<file path="config.mk">
export PLATFORM = sky130hd
export DESIGN_NAME = sodor_state_restore
export DESIGN_NICKNAME = d
export VERILOG_FILES = /design/src/rtl/sodor_state_restore.sv
export SDC_FILE = /design/constraint.sdc
export NUM_CORES = 2
export LEC_CHECK = 0
export ABC_AREA = 1
export BUFFER_PORTS_ARGS = -buffer_cell sky130_fd_sc_hd__buf_4
export CORE_AREA = 3 3 529 531
export DETAILED_ROUTE_END_ITERATION = 7
export DIE_AREA = 0 0 532 534
export SLEW_MARGIN = 20
export SYNTH_ARGS = -nofsm -noshare
export SYNTH_HDL_FRONTEND = slang
export SYNTH_SLANG_ARGS = --single-unit
</file>
<file path="constraint.sdc">
create_clock -name clock -period 5.6 [get_ports clock]
set_input_delay 0 -clock clock [delete_from_list [all_inputs] [get_ports clock]]
set_output_delay 0 -clock clock [all_outputs]
set_load 0.01 [all_outputs]
</file>
<file path="src/rtl/sodor_state_restore.sv">
// sodor_state_restore: receives an architectural state snapshot as a stream of
// 32-bit words, stages it, verifies the header and XOR checksum, and commits the
// snapshot to flat *_state_dst outputs. A rejected frame never touches committed state.
module sodor_state_restore (
   input  logic          clock,
   input  logic          reset_n,
   input  logic          in_valid,
   output logic          in_ready,
   input  logic [31:0]   in_data,
   input  logic          abort,
   output logic          busy,
   output logic          restore_done,
   output logic          restore_err,
   output logic [1:0]    err_code,
   output logic [1023:0] regfile_state_dst,
   output logic [31:0]   pc_reg_state_dst,
   output logic [31:0]   reg_mepc_state_dst,
   output logic [31:0]   reg_mcause_state_dst,
   output logic [31:0]   reg_mtval_state_dst,
   output logic [31:0]   reg_mscratch_state_dst,
   output logic [31:0]   reg_mtvec_state_dst,
   output logic [31:0]   reg_mie_state_dst,
   output logic [31:0]   reg_dpc_state_dst,
   output logic [31:0]   reg_dscratch_state_dst
);

   localparam logic [15:0]  MAGIC     = 16'h5D0C;
   localparam int unsigned  NUM_GPR   = 32;
   localparam int unsigned  NUM_CSR   = 9;
   localparam logic [7:0]   FRAME_CNT = 8'(NUM_GPR + NUM_CSR);
   localparam logic [4:0]   GPR_LAST  = 5'(NUM_GPR - 1);
   localparam logic [4:0]   CSR_LAST  = 5'(NUM_CSR - 1);

   localparam logic [1:0]   ERR_MAGIC = 2'b01;
   localparam logic [1:0]   ERR_COUNT = 2'b10;
   localparam logic [1:0]   ERR_CSUM  = 2'b11;

   typedef enum logic [2:0] {
      S_IDLE,
      S_GPR,
      S_CSR,
      S_CHK,
      S_COMMIT
   } state_t;

   state_t      state;
   logic        ready_q;
   logic [4:0]  idx;
   logic [31:0] acc;
   logic [31:0] stage_gpr [NUM_GPR];
   logic [31:0] stage_csr [NUM_CSR];
   logic        xfer;

   // Abort must stall the word presented in the same cycle, so it gates ready directly.
   assign in_ready = ready_q & ~abort;
   assign xfer     = in_valid & in_ready;

   // Frame sequencer: header check, staging, checksum verify and commit.
   always_ff @(posedge clock or negedge reset_n) begin
      if (!reset_n) begin
         state                  <= S_IDLE;
         ready_q                <= 1'b0;
         idx                    <= '0;
         acc                    <= '0;
         busy                   <= 1'b0;
         restore_done           <= 1'b0;
         restore_err            <= 1'b0;
         err_code               <= '0;
         regfile_state_dst      <= '0;
         pc_reg_state_dst       <= '0;
         reg_mepc_state_dst     <= '0;
         reg_mcause_state_dst   <= '0;
         reg_mtval_state_dst    <= '0;
         reg_mscratch_state_dst <= '0;
         reg_mtvec_state_dst    <= '0;
         reg_mie_state_dst      <= '0;
         reg_dpc_state_dst      <= '0;
         reg_dscratch_state_dst <= '0;
         for (int unsigned i = 0; i < NUM_GPR; i++) stage_gpr[i] <= '0;
         for (int unsigned k = 0; k < NUM_CSR; k++) stage_csr[k] <= '0;
      end else begin
         restore_done <= 1'b0;
         restore_err  <= 1'b0;
         if (abort && (state != S_COMMIT)) begin
            state   <= S_IDLE;
            busy    <= 1'b0;
            ready_q <= 1'b1;
            idx     <= '0;
            acc     <= '0;
         end else begin
            case (state)
               S_IDLE: begin
                  ready_q <= 1'b1;
                  if (xfer) begin
                     if (in_data[31:16] != MAGIC) begin
                        err_code    <= ERR_MAGIC;
                        restore_err <= 1'b1;
                     end else if (in_data[15:8] != FRAME_CNT) begin
                        err_code    <= ERR_COUNT;
                        restore_err <= 1'b1;
                     end else begin
                        state <= S_GPR;
                        busy  <= 1'b1;
                        idx   <= '0;
                        acc   <= '0;
                     end
                  end
               end
               S_GPR: begin
                  if (xfer) begin
                     // x0 is hardwired zero but its word still contributes to the checksum.
                     stage_gpr[idx] <= (idx == 5'd0) ? 32'd0 : in_data;
                     acc            <= acc ^ in_data;
                     if (idx == GPR_LAST) begin
                        idx   <= '0;
                        state <= S_CSR;
                     end else begin
                        idx <= idx + 5'd1;
                     end
                  end
               end
               S_CSR: begin
                  if (xfer) begin
                     stage_csr[idx[3:0]] <= in_data;
                     acc                 <= acc ^ in_data;
                     if (idx == CSR_LAST) begin
                        idx   <= '0;
                        state <= S_CHK;
                     end else begin
                        idx <= idx + 5'd1;
                     end
                  end
               end
               S_CHK: begin
                  if (xfer) begin
                     if (in_data == acc) begin
                        state        <= S_COMMIT;
                        ready_q      <= 1'b0;
                        restore_done <= 1'b1;
                     end else begin
                        state       <= S_IDLE;
                        busy        <= 1'b0;
                        err_code    <= ERR_CSUM;
                        restore_err <= 1'b1;
                     end
                  end
               end
               S_COMMIT: begin
                  for (int unsigned i = 0; i < NUM_GPR; i++)
                     regfile_state_dst[32*i +: 32] <= stage_gpr[i];
                  pc_reg_state_dst       <= stage_csr[0];
                  reg_mepc_state_dst     <= stage_csr[1];
                  reg_mcause_state_dst   <= stage_csr[2];
                  reg_mtval_state_dst    <= stage_csr[3];
                  reg_mscratch_state_dst <= stage_csr[4];
                  reg_mtvec_state_dst    <= stage_csr[5];
                  reg_mie_state_dst      <= stage_csr[6];
                  reg_dpc_state_dst      <= stage_csr[7];
                  reg_dscratch_state_dst <= stage_csr[8];
                  state                  <= S_IDLE;
                  busy                   <= 1'b0;
                  ready_q                <= 1'b1;
                  acc                    <= '0;
               end
               default: begin
                  state   <= S_IDLE;
                  busy    <= 1'b0;
                  ready_q <= 1'b1;
               end
            endcase
         end
      end
   end

endmodule

</file>
==> results list <==
- sky130_fd_sc_hd__dfrtp_1 takes more of the synthesized area than any other cell.
- Clock transition time at the flip-flop clock pins of the worst setup and hold paths: 60 ps
* RSZ-0062 raised after global routing: false
* Drt wl/cell: 25.2 um
- # resized after CTS: 0
- The max-slew violation total from the final report was 0.
- After detailed placement, the design holds a cell count of 12,300.
- After detailed routing, the number of vias per cell comes to 4.98.
* Share of post-route cells with drive strength above 1: 0.359
- Number of I/O port buffers: 1,353
- Of the available clock period, the critical path in the final layout requires 0.670.
* Number of distinct library cells after synthesis: 35
- After floorplanning, the core was sized to cover 276,000 sq um.
- Most frequently used cell type in the post-synthesis netlist: sky130_fd_sc_hd__dfrtp_1
- Timing would allow up to 0.267 GHz.
* EDFF count, synth: 0
- Half-perimeter wire length of the detailed placement result: 207,000 um
* Total area of multi-input combinational cells: 28,600 sq um
- STA classifies the critical path startpoint as a flip-flop.
- Buffers added to address setup during post-CTS repair amount to 0.
* Synth top cells by count: 2,670 x sky130_fd_sc_hd__dfrtp_1, 1,509 x sky130_fd_sc_hd__nand2_1, 1,280 x sky130_fd_sc_hd__mux2_2
* Biggest regs: regfile_state_dst: 1024 flops, stage_gpr: 1024 flops, stage_csr: 288 flops
- Summed over all failing endpoints, the final setup total negative slack is 0 ps.
- Hold Path Class: in2reg
* Root buffer selected by CTS: sky130_fd_sc_hd__clkbuf_16
* Arrival time of data at the critical path endpoint: 4410 ps
- Number of nets with antenna violations after routing: 0
- Max-cap violation count: 0
- Once layout is complete, the utilization of the core stands at 0.441.
* Die Span Y: 534 um
* Highest ir drop seen on vdd: 0.000243 V
* Count of synthesis-stage warnings from yosys: 0
- Measured in cells, the most critical reg-to-reg path has a length of 7.
- Compared with the post-synthesis result, the final layout area differs by 24.6%.
* Share of synthesized flip-flops with an asynchronous set or reset: 1.00
- Worst Max-Slew Pin Slew: 1280 ps
- For this configuration, the core starts out at a cell density of 0.354.
- Lkg Pwr: 61.9 nW
- In the final design database the tool counted 8,929 nets.
- The first TritonRoute pass finished after 5 iterations.
- Yosys attributes the largest share of cell area to sky130_fd_sc_hd__dfrtp_1 68%, sky130_fd_sc_hd__mux2_2 15%, sky130_fd_sc_hd__nand2_1 5.8%.
* Global router's overall resource usage: 0.223
* Cts bufs inserted: 291
- In this run the tightest slew margin relative to its limit is 0.147.
- Power per Cell Area: 356 nW/um^2
- The share of the Yosys chip area taken by registers is 0.684.
* Maximum buffer depth of the clock tree: 4
- The clock period could shrink to 3750 ps.
- Counting flops and latches in the post-synthesis netlist gives 2,670.
- Source-to-sink clock delay at the later pin of the worst-skew pair: 890 ps
* Largest driver fanout on the critical path: 33
- Crit path kind: reg2reg
- Global routing finished with a remaining overflow of 0.
* Endpoint class of the critical path: flip-flop
- At the worst endpoint, the required time is 6260 ps.
* Top FF cell, synth: sky130_fd_sc_hd__dfrtp_1
* Non-filler cells, final: 12,800
* Average instance area after synthesis: 12.8 sq um
- The number of global-route vias before repair is 64,400.
* Clock net sink count: 2,670
- The initial antenna violation count came to 35.
- Footprint of the flip-flops and latches: 66,800 sq um
- In this run the core area contains 193 standard-cell rows.
* DRT Wirelength: 324,000 um
- The detailed router placed 64,000 vias in this run.
- Total I/O pin count: 1,354
* DIE WIDTH: 532 um
- The layout has 25,400 filler cells.
- Status: finished, final reports clean
- Syn nets: 7,685
- Worst clock skew: 62.8 ps
- Die Footprint: 284,000 sq um
* DRT iter0 DRCs: 4,982
- In this run the number of H-tree levels came out at 5.
- The share of synthesized area in the top cell type comes to 0.684.
- Clock tree from TritonCTS: done
- Instance area after placement: 111,000 sq um
- Setup violations remaining at the end of the flow were counted as 0.
* Pin count of the biggest net entering global routing: 173
* Number of design rule violations left after detail routing: 0
* Global-route wire length before repair: 468,000 um
- Final Instance Area: 122,000 sq um
* Hold Path Cell Cnt: 5
* Post-Syn Area: 97,700 sq um
- Number of endpoints with negative hold slack in the final report: 0
* Cell count after synthesis: 7,644
- Routability-driven placement finished with a final weighted congestion of 0.809.
==> worst paths after layout <==
kind | startpoint | endpoint | slack, ps
hold / removal | in_data[29] | acc[29] | 110
hold reg to reg | stage_gpr[319] | regfile_state_dst[735] | 470
setup / recovery | idx[0] | stage_gpr[661] | 1850
min in group asynchronous | reset_n | stage_csr[52] | 540
setup reg to reg | idx[0] | stage_gpr[661] | 1850
max in group asynchronous | reset_n | stage_gpr[887] | 3610
==> power by group <==
group	internal, mW	switching, mW	leakage [nW]
sequential	19.9	0.342	37.2
clock	11.5	8.04	4.82
combinational	0.550	2.97	19.9
total	32.0	11.4	61.9
==> kinds of logic after synthesis <==
kind of cell / after synthesis / synth area share
flip-flops: 2670 / 0.684
AND/OR/NAND/NOR: 1688 / 0.0703
AO/OA/AOI/OAI: 1359 / 0.0697
multiplexers: 1280 / 0.148
buffers and inverters: 633 / 0.0269
XOR/XNOR: 9 / 0.000807
adder cells (fa/ha/maj): 5 / 0.000641
==> metal layers <==
metal	vias up	track usage	wire [um]
li1	28200	-	-
met1	33000	0.287	132000
met2	2251	0.344	147000
met3	520	0.0775	29900
met4	14	0.0934	14500
met5	-	0	84
==> worst max-delay path: stages, from the launching register on <==
cell and delay [ps]:
sky130_fd_sc_hd__dfrtp_1 420, sky130_fd_sc_hd__inv_1 140, sky130_fd_sc_hd__ha_1 350, sky130_fd_sc_hd__inv_1 170, sky130_fd_sc_hd__nor3_2 360, sky130_fd_sc_hd__nand2_4 650
sky130_fd_sc_hd__nand2_4 1040, sky130_fd_sc_hd__o21ai_0 280
==> final cells by class <==
class	instances	area share
multi-input cells	4341	0.235
well taps	3705	0.0381
diodes	18	0.000370
repair buffers	1467	0.0940
clock buffers	418	0.0697
inverters	117	0.00363
clock inverters	106	0.0107
flip-flops and latches	2670	0.549
==> repair_timing <==
item	in CTS	in global routing
hold buffers	44	0
hold endpoints to repair	2058	0
endpoints found under the setup margin	0	0
==> layout by cell type, fill, tap and decap left out, types with 3 or more instances in the layout <==
cell / n
sky130_fd_sc_hd__nor2_2: 3
sky130_fd_sc_hd__nor2_1: 59
sky130_fd_sc_hd__clkbuf_16: 294
sky130_fd_sc_hd__buf_4: 1400
sky130_fd_sc_hd__inv_6: 11
sky130_fd_sc_hd__xnor2_1: 7
sky130_fd_sc_hd__mux2_2: 1280
sky130_fd_sc_hd__dlygate4sd3_1: 43
sky130_fd_sc_hd__o21ai_1: 268
sky130_fd_sc_hd__clkbuf_1: 58
sky130_fd_sc_hd__clkinv_16: 3
sky130_fd_sc_hd__diode_2: 18
sky130_fd_sc_hd__nand3_4: 10
sky130_fd_sc_hd__dfrtp_1: 2670
sky130_fd_sc_hd__buf_12: 22
sky130_fd_sc_hd__clkinv_2: 52
sky130_fd_sc_hd__nand3_2: 8
sky130_fd_sc_hd__nand4_1: 10
sky130_fd_sc_hd__nand3_1: 45
sky130_fd_sc_hd__inv_1: 111
sky130_fd_sc_hd__inv_2: 5
sky130_fd_sc_hd__clkbuf_8: 66
sky130_fd_sc_hd__o21ai_0: 1086
sky130_fd_sc_hd__nand4_4: 5
sky130_fd_sc_hd__nor2_8: 4
sky130_fd_sc_hd__clkinv_8: 4
sky130_fd_sc_hd__inv_16: 5
sky130_fd_sc_hd__nand2_4: 42
sky130_fd_sc_hd__clkinvlp_4: 9
sky130_fd_sc_hd__nor2_4: 5
sky130_fd_sc_hd__or2_2: 7
sky130_fd_sc_hd__ha_1: 5
sky130_fd_sc_hd__bufinv_16: 20
sky130_fd_sc_hd__nand2_2: 12
sky130_fd_sc_hd__nand2_1: 1475
==> metrics by stage <==
stage          total power [mW]  worst slack, ps  hold slack, ps
3_5_place_dp               24.1             1880            13.4
4_1_cts                    43.8             1800            2.06
3_3_place_gp               24.0             1970            12.2
2_1_floorplan              21.9             3650            -296
6_report                   43.3             1850             112
5_1_grt                    45.0             1640            89.7
Power figures use the tool's default switching activity.
